<file path="config.mk">
export PLATFORM = sky130hd
export DESIGN_NAME = mac_pattern_detect_flat
export DESIGN_NICKNAME = d
export VERILOG_FILES = /design/src/rtl/mac_pattern_detect_if.sv /design/src/rtl/mac_pattern_detect.sv /design/src/flat_wrapper.sv
export SDC_FILE = /design/constraint.sdc
export NUM_CORES = 1
export LEC_CHECK = 0
export BUFFER_PORTS_ARGS = -buffer_cell sky130_fd_sc_hd__buf_2
export CAP_MARGIN = 20
export CELL_PAD_IN_SITES_DETAIL_PLACEMENT = 1
export CELL_PAD_IN_SITES_GLOBAL_PLACEMENT = 1
export CORE_ASPECT_RATIO = 1.25
export CORE_UTILIZATION = 52
export DETAILED_ROUTE_END_ITERATION = 7
export PLACE_DENSITY_LB_ADDON = 0.1
export RECOVER_POWER = 25
export SLEW_MARGIN = 20
export SYNTH_ARGS = -nofsm -noshare
export SYNTH_HDL_FRONTEND = slang
export SYNTH_SLANG_ARGS = --single-unit
export TNS_END_PERCENT = 5
</file>
<file path="constraint.sdc">
create_clock -name clk -period 9.31 [get_ports clk]
set_input_delay 0.4655 -clock clk [delete_from_list [all_inputs] [get_ports clk]]
set_output_delay 0.4655 -clock clk [all_outputs]
set_load 0.01 [all_outputs]
</file>
<file path="src/rtl/mac_pattern_detect_if.sv">
// Operand/result bundle for mac_pattern_detect; the master drives samples and the slave returns P and flags.
interface mac_pattern_detect_if #(
    parameter int unsigned A_WIDTH   = 10,
    parameter int unsigned B_WIDTH   = 10,
    parameter int unsigned ACC_WIDTH = 24,
    parameter int unsigned CNT_WIDTH = 8
);
    logic                 in_valid;
    logic [A_WIDTH-1:0]   A;
    logic [B_WIDTH-1:0]   B;
    logic                 acc_en;
    logic                 cnt_clr;
    logic [ACC_WIDTH-1:0] P;
    logic                 out_valid;
    logic                 pattern_detect;
    logic                 pattern_b_detect;
    logic                 overflow;
    logic [CNT_WIDTH-1:0] match_count;

    modport master (
        output in_valid, A, B, acc_en, cnt_clr,
        input  P, out_valid, pattern_detect, pattern_b_detect, overflow, match_count
    );

    modport slave (
        input  in_valid, A, B, acc_en, cnt_clr,
        output P, out_valid, pattern_detect, pattern_b_detect, overflow, match_count
    );
endinterface

</file>
<file path="src/rtl/mac_pattern_detect.sv">
// Three-stage multiply-accumulate with masked pattern / complement detection,
// sticky overflow (wrap or saturate) and a saturating match counter.
module mac_pattern_detect #(
    parameter int unsigned                A_WIDTH   = 10,
    parameter int unsigned                B_WIDTH   = 10,
    parameter int unsigned                ACC_WIDTH = 24,
    parameter logic [ACC_WIDTH-1:0]       PATTERN   = ACC_WIDTH'(36),
    parameter logic [ACC_WIDTH-1:0]       MASK      = '0,
    parameter bit                         SATURATE  = 1'b0,
    parameter int unsigned                CNT_WIDTH = 8
) (
    input  logic               clk,
    input  logic               rst,
    mac_pattern_detect_if.slave bus
);
    localparam int unsigned PW = A_WIDTH + B_WIDTH;

    logic                 r_v1, r_acc1;
    logic [A_WIDTH-1:0]   r_a1;
    logic [B_WIDTH-1:0]   r_b1;
    logic                 r_v2, r_acc2;
    logic [ACC_WIDTH-1:0] r_prod2;
    logic [ACC_WIDTH-1:0] r_p;
    logic                 r_ovalid, r_pd, r_pbd, r_ov;
    logic [CNT_WIDTH-1:0] r_cnt;

    logic [PW-1:0]        w_prod;
    logic [ACC_WIDTH:0]   w_sum;
    logic [ACC_WIDTH-1:0] w_pnext;
    logic                 w_carry, w_ov_next, w_pd, w_pbd;

    assign w_prod = PW'(r_a1) * PW'(r_b1);

    always_comb begin
        w_sum     = {1'b0, (r_acc2 ? r_p : {ACC_WIDTH{1'b0}})} + {1'b0, r_prod2};
        w_carry   = w_sum[ACC_WIDTH];
        w_pnext   = (w_carry && SATURATE) ? '1 : w_sum[ACC_WIDTH-1:0];
        // Overflow is sticky across accumulates; only a clean load clears it.
        w_ov_next = w_carry ? 1'b1 : (r_acc2 ? r_ov : 1'b0);
        w_pd      = ((w_pnext & ~MASK) == (PATTERN & ~MASK));
        w_pbd     = ((w_pnext & ~MASK) == (~PATTERN & ~MASK));
    end

    always_ff @(posedge clk or posedge rst) begin
        if (rst) begin
            r_v1   <= 1'b0;
            r_acc1 <= 1'b0;
            r_a1   <= '0;
            r_b1   <= '0;
        end else begin
            r_v1 <= bus.in_valid;
            if (bus.in_valid) begin
                r_a1   <= bus.A;
                r_b1   <= bus.B;
                r_acc1 <= bus.acc_en;
            end
        end
    end

    always_ff @(posedge clk or posedge rst) begin
        if (rst) begin
            r_v2    <= 1'b0;
            r_acc2  <= 1'b0;
            r_prod2 <= '0;
        end else begin
            r_v2 <= r_v1;
            if (r_v1) begin
                r_acc2  <= r_acc1;
                r_prod2 <= ACC_WIDTH'(w_prod);
            end
        end
    end

    always_ff @(posedge clk or posedge rst) begin
        if (rst) begin
            r_p      <= '0;
            r_ov     <= 1'b0;
            r_ovalid <= 1'b0;
            r_pd     <= 1'b0;
            r_pbd    <= 1'b0;
            r_cnt    <= '0;
        end else begin
            r_ovalid <= r_v2;
            r_pd     <= r_v2 & w_pd;
            r_pbd    <= r_v2 & w_pbd;
            if (r_v2) begin
                r_p  <= w_pnext;
                r_ov <= w_ov_next;
            end
            // Clear takes priority over a same-cycle match increment.
            if (bus.cnt_clr) begin
                r_cnt <= '0;
            end else if (r_v2 && w_pd && (r_cnt != '1)) begin
                r_cnt <= r_cnt + CNT_WIDTH'(1);
            end
        end
    end

    assign bus.P                = r_p;
    assign bus.out_valid        = r_ovalid;
    assign bus.pattern_detect   = r_pd;
    assign bus.pattern_b_detect = r_pbd;
    assign bus.overflow         = r_ov;
    assign bus.match_count      = r_cnt;
endmodule

</file>
<file path="src/flat_wrapper.sv">
// flat-port wrapper written by rule: the top's interface ports become plain ports
module mac_pattern_detect_flat 
#(
    parameter int unsigned                A_WIDTH   = 10,
    parameter int unsigned                B_WIDTH   = 10,
    parameter int unsigned                ACC_WIDTH = 24,
    parameter logic [ACC_WIDTH-1:0]       PATTERN   = ACC_WIDTH'(36),
    parameter logic [ACC_WIDTH-1:0]       MASK      = '0,
    parameter bit                         SATURATE  = 1'b0,
    parameter int unsigned                CNT_WIDTH = 8
)
  (clk, rst, bus_in_valid, bus_A, bus_B, bus_acc_en, bus_cnt_clr, bus_P, bus_out_valid, bus_pattern_detect, bus_pattern_b_detect, bus_overflow, bus_match_count);
  mac_pattern_detect_if #(.A_WIDTH(A_WIDTH), .B_WIDTH(B_WIDTH), .ACC_WIDTH(ACC_WIDTH), .CNT_WIDTH(CNT_WIDTH)) bus_i ();
  input  logic clk;
  input  logic rst;
  input wire logic [$bits(bus_i.in_valid)-1:0] bus_in_valid;
  input wire logic [$bits(bus_i.A)-1:0] bus_A;
  input wire logic [$bits(bus_i.B)-1:0] bus_B;
  input wire logic [$bits(bus_i.acc_en)-1:0] bus_acc_en;
  input wire logic [$bits(bus_i.cnt_clr)-1:0] bus_cnt_clr;
  output wire logic [$bits(bus_i.P)-1:0] bus_P;
  output wire logic [$bits(bus_i.out_valid)-1:0] bus_out_valid;
  output wire logic [$bits(bus_i.pattern_detect)-1:0] bus_pattern_detect;
  output wire logic [$bits(bus_i.pattern_b_detect)-1:0] bus_pattern_b_detect;
  output wire logic [$bits(bus_i.overflow)-1:0] bus_overflow;
  output wire logic [$bits(bus_i.match_count)-1:0] bus_match_count;
  assign bus_i.in_valid = bus_in_valid;
  assign bus_i.A = bus_A;
  assign bus_i.B = bus_B;
  assign bus_i.acc_en = bus_acc_en;
  assign bus_i.cnt_clr = bus_cnt_clr;
  assign bus_P = bus_i.P;
  assign bus_out_valid = bus_i.out_valid;
  assign bus_pattern_detect = bus_i.pattern_detect;
  assign bus_pattern_b_detect = bus_i.pattern_b_detect;
  assign bus_overflow = bus_i.overflow;
  assign bus_match_count = bus_i.match_count;
  mac_pattern_detect #(.A_WIDTH(A_WIDTH), .B_WIDTH(B_WIDTH), .ACC_WIDTH(ACC_WIDTH), .PATTERN(PATTERN), .MASK(MASK), .SATURATE(SATURATE), .CNT_WIDTH(CNT_WIDTH)) u_core (.clk(clk), .rst(rst), .bus(bus_i));
endmodule
</file>
==> impl_results.md <==
* Setup CP Type: reg -> reg
* Clk buf depth at 2
* Placed cell count at around 1000
* R2R cell count at 20
* Routed Antenna Nets at 0
* Comb pwr share at 72.6%
* Hold EP: u_core.r_b1[8]$_DFFE_PP0P_
* Maximum clock rate at between 150 and 200 MHz
* Number of diodes at 0
* Worst-path clk slew at roughly 0.060 ns
* Netlist Area Pre-Place at between 0.007 and 0.008 mm²
* DR vias at 5979
* Cell Chain, Critical Path: nand2_1 > fa_1 > inv_1 > fa_1 > inv_1 > fa_1 > inv_1 > fa_1 > inv_1 > fa_1 > inv_1 > ha_1 > a2111oi_0 > nor4_1 > nor3_1 > nor2_1 > a21o_1 > a211oi_1 > nor3_1 > mux2_2
* Starting Density at around 53%
* Synth warn at 0
* Port Buffers at 60
* H-tree levels at 3
* Initial drt markers at 182
* Synth Register Bits at 80
* Top Ports at 61
* Synthesis-to-layout area growth at 8.54%
* Clock power frac at about a tenth
* Routability cong. at just under 0.9
* Hold buffer count at cts at 0
* PD cells at between 300 and 400 mW/mm²
* Fillers at 1716
* RSZ-0062 raised after global routing: false
* Area share of the largest cell type after synthesis at 25.3%
* Initial antenna violation count at 0
* Largest net degree at the start of global routing at around 80
* Post-CTS Setup Bufs at 0
* Die X at roughly 110 µm
* Sw Share at a little under half
* Synth area leaders: dfrtp_1, fa_1, ha_1, mux2_2, and2_1
* Clock Root Buffer: clkbuf_16
* Async S/R FF share, synth at 100%
* Int Power at ~1.7 mW
* Most common cell in the netlist: inv_1
* Post-CTS resize count at 0
* Sw power at between 1.5 and 2 mW
* Core area at around 0.015 mm²
* Post-route cell area at 0.00859 mm²
* Startpoint Class: flip-flop
* DPL Wire Length at roughly 15000 µm
* Grt total ovfl at 0
* Clock Skews at around 0.0038 ns
* Layout cells sized above 1 at 17.0%
* Critical path arrival at between 6 and 7 ns
* EDFF count, synth at 0
* Worst reg2reg setup slack at 3.28 ns
* Worst vdd ir at ~160 µV
* Crit-path max FO at 11
* Worst hold margin at 0.347 ns
* Slew at the pin closest to its max-slew limit at between 4 and 5 ns
* Hold Path Cell Cnt at 2
* PnR Total Power at about 3.3 mW
* DR DRC count at 5
* TNS Setup at 0 ns
* Endpoints failing hold at 0
* DRT Wirelength at roughly 19000 µm
* Die area at approximately 0.016 mm²
* Final worst path period share at between 60 and 70%
* Register area share after synthesis at ~25%
* Crit path max-delay family: adder cells
* Via/cell ratio at 5.79
* Failing checks: DRC, capacitance limit, slew limit
* Multi-input gate area at roughly 0.0055 mm²
* Setup violators final at 0
* Status: complete, but fails checks
* Dpl ws at ~3.3 ns
* Cell Rows at 50
* Cell variety after synth at 67
* Syn_area_per_cell at a little under 10 µm²
* Vias in the first global route at 6782
* Max-cap viol count at 2
* CTS buffer count at 9
* Clk sinks at 80
* CP Capture Type: flip-flop
* Post-Syn Instances at between 800 and 900
* Crit path time final at 6.03 ns
* Worst hold path type: in -> reg
* Finished Core Util at between 50% and 60%
* Area leader, netlist: dfrtp_1
* Aggregate global-route resource usage at about a quarter
* First-pass detailed-route iteration total at 6
* Crit path buf inv count at 5
* Top FF cell, synth: dfrtp_1
* CTS tree: built
* Slowest CP cell: a2111oi_0
* Clock latency on the worst-skew pair at roughly 0.34 ns
* Synth top cells by count: inv_1, dfrtp_1, and2_1
* Req. time, crit path at between 9 and 10 ns
* Crit-path max cell delay at approximately 0.63 ns
* HP Start: bus_B[8]
* Final setup margin at between 3 and 4 ns
* Rel. slew slack at -190%
* Fin cells at about 1000
* Static leakage at around 4.3 nW
* Die height at about 140 µm
* Reg area at around 0.0020 mm²
* Max-slew violation count at 114
* Synthesized Nets at roughly 1000
* Flop pwr share at between 10% and 20%
* Area after DPL at 0.00831 mm²
* R2R Path End: u_core.r_prod2[16]$_DFFE_PP0P_
* Number of nets in the final layout at 1011
* RR Startpoint: u_core.r_b1[3]$_DFFE_PP0P_
* Drt wl/cell at about 19 µm
* Global-route wire length before repair at approximately 33000 µm
-- layout make-up --
cell class | count | area share, %
well taps | 182 | 2.65
clock inverters | 5 | 0.685
flip-flops and latches | 80 | 23.3
multi-input cells | 612 | 63.5
repair buffers | 63 | 3.66
clock buffers | 10 | 2.67
inverters | 81 | 3.55
-- flip-flops by register name, indices dropped and copies added (netlist names) --
name and count:
u_core.bus.out_valid 1, u_core.r_prod2 20, u_core.r_v2 1, u_core.bus.match_count 8, u_core.bus.pattern_detect 1, u_core.r_acc2 1, u_core.bus.P 24, u_core.bus.pattern_b_detect 1
u_core.r_v1 1, u_core.r_a1 10, u_core.bus.overflow 1, u_core.r_acc1 1, u_core.r_b1 10
-- power by group through the flow --
stage | clock, mW | combinational, mW | sequential (mW)
final | 0.355 | 2.41 | 0.556
after floorplan | 0 | 1.85 | 0.534
after global placement | 0 | 2.26 | 0.555
after CTS | 0.366 | 2.44 | 0.557
after global routing | 0.374 | 2.73 | 0.571
after detailed placement | 0 | 2.39 | 0.563
-- layer usage --
metal	wire (µm)	up-vias	part of all wire [%]	track usage, %
met3	384	35	2.0	3.76
met2	10800	91	55	51.7
met4	490	0	2.5	8.84
met5	0	-	0	0
li1	-	2831	-	-
met1	7800	3022	40	28.6
-- logic make-up after synthesis --
| family | share of synthesized area (%) |
|---|---|
| mux | 8.88 |
| flops | 25.3 |
| fa+ha+maj | 27.9 |
| xor+xnor | 4.32 |
| simple gates | 17.7 |
| buf+inv | 5.80 |
| compound gates | 10.1 |
-- layout by cell type (no fill, tap or decap), types with 3 or more instances in the layout --
| master | synthesis | routed |
|---|---|---|
| nor4_1 | 4 | 4 |
| nand2_1 | 62 | 62 |
| and2_1 | 79 | 79 |
| a31oi_1 | 3 | 3 |
| mux2_2 | 55 | 55 |
| or4_1 | 4 | 4 |
| nand3b_1 | 3 | 3 |
| buf_2 | 1 | 59 |
| or3_1 | 6 | 6 |
| ha_1 | 76 | 76 |
| clkbuf_16 | 0 | 9 |
| xnor2_1 | 24 | 24 |
| o31ai_1 | 4 | 4 |
| a21o_1 | 12 | 12 |
| and3_1 | 13 | 13 |
| nor2b_1 | 6 | 6 |
| nand2b_1 | 3 | 3 |
| dfrtp_1 | 80 | 80 |
| nor2_1 | 20 | 20 |
| a211oi_1 | 5 | 5 |
| mux2i_1 | 5 | 5 |
| a21oi_1 | 31 | 31 |
| nand4_1 | 11 | 11 |
| mux2_1 | 3 | 3 |
| nor3_1 | 16 | 16 |
| inv_1 | 81 | 80 |
| o21ai_0 | 20 | 20 |
| fa_1 | 63 | 63 |
| clkbuf_1 | 33 | 4 |
| xor2_1 | 15 | 15 |
| nand3_1 | 20 | 20 |
| o21a_1 | 6 | 6 |
| o21bai_1 | 3 | 3 |
-- how the worst max path moves through the flow --
| stage | start | end | cells past startpoint |
|---|---|---|---|
| detailed placement | u_core.r_b1[3]$_DFFE_PP0P_ | u_core.r_prod2[16]$_DFFE_PP0P_ | 20 |
| finish | u_core.r_b1[3]$_DFFE_PP0P_ | u_core.r_prod2[16]$_DFFE_PP0P_ | 20 |
| CTS | u_core.r_b1[3]$_DFFE_PP0P_ | u_core.r_prod2[16]$_DFFE_PP0P_ | 20 |
| floorplan | u_core.r_b1[3]$_DFFE_PP0P_ | u_core.r_prod2[16]$_DFFE_PP0P_ | 21 |
| global placement | u_core.r_b1[3]$_DFFE_PP0P_ | u_core.r_prod2[16]$_DFFE_PP0P_ | 20 |
| global route | u_core.r_b1[3]$_DFFE_PP0P_ | u_core.r_prod2[16]$_DFFE_PP0P_ | 20 |
No activity file was read; power rests on OpenSTA's default activity.
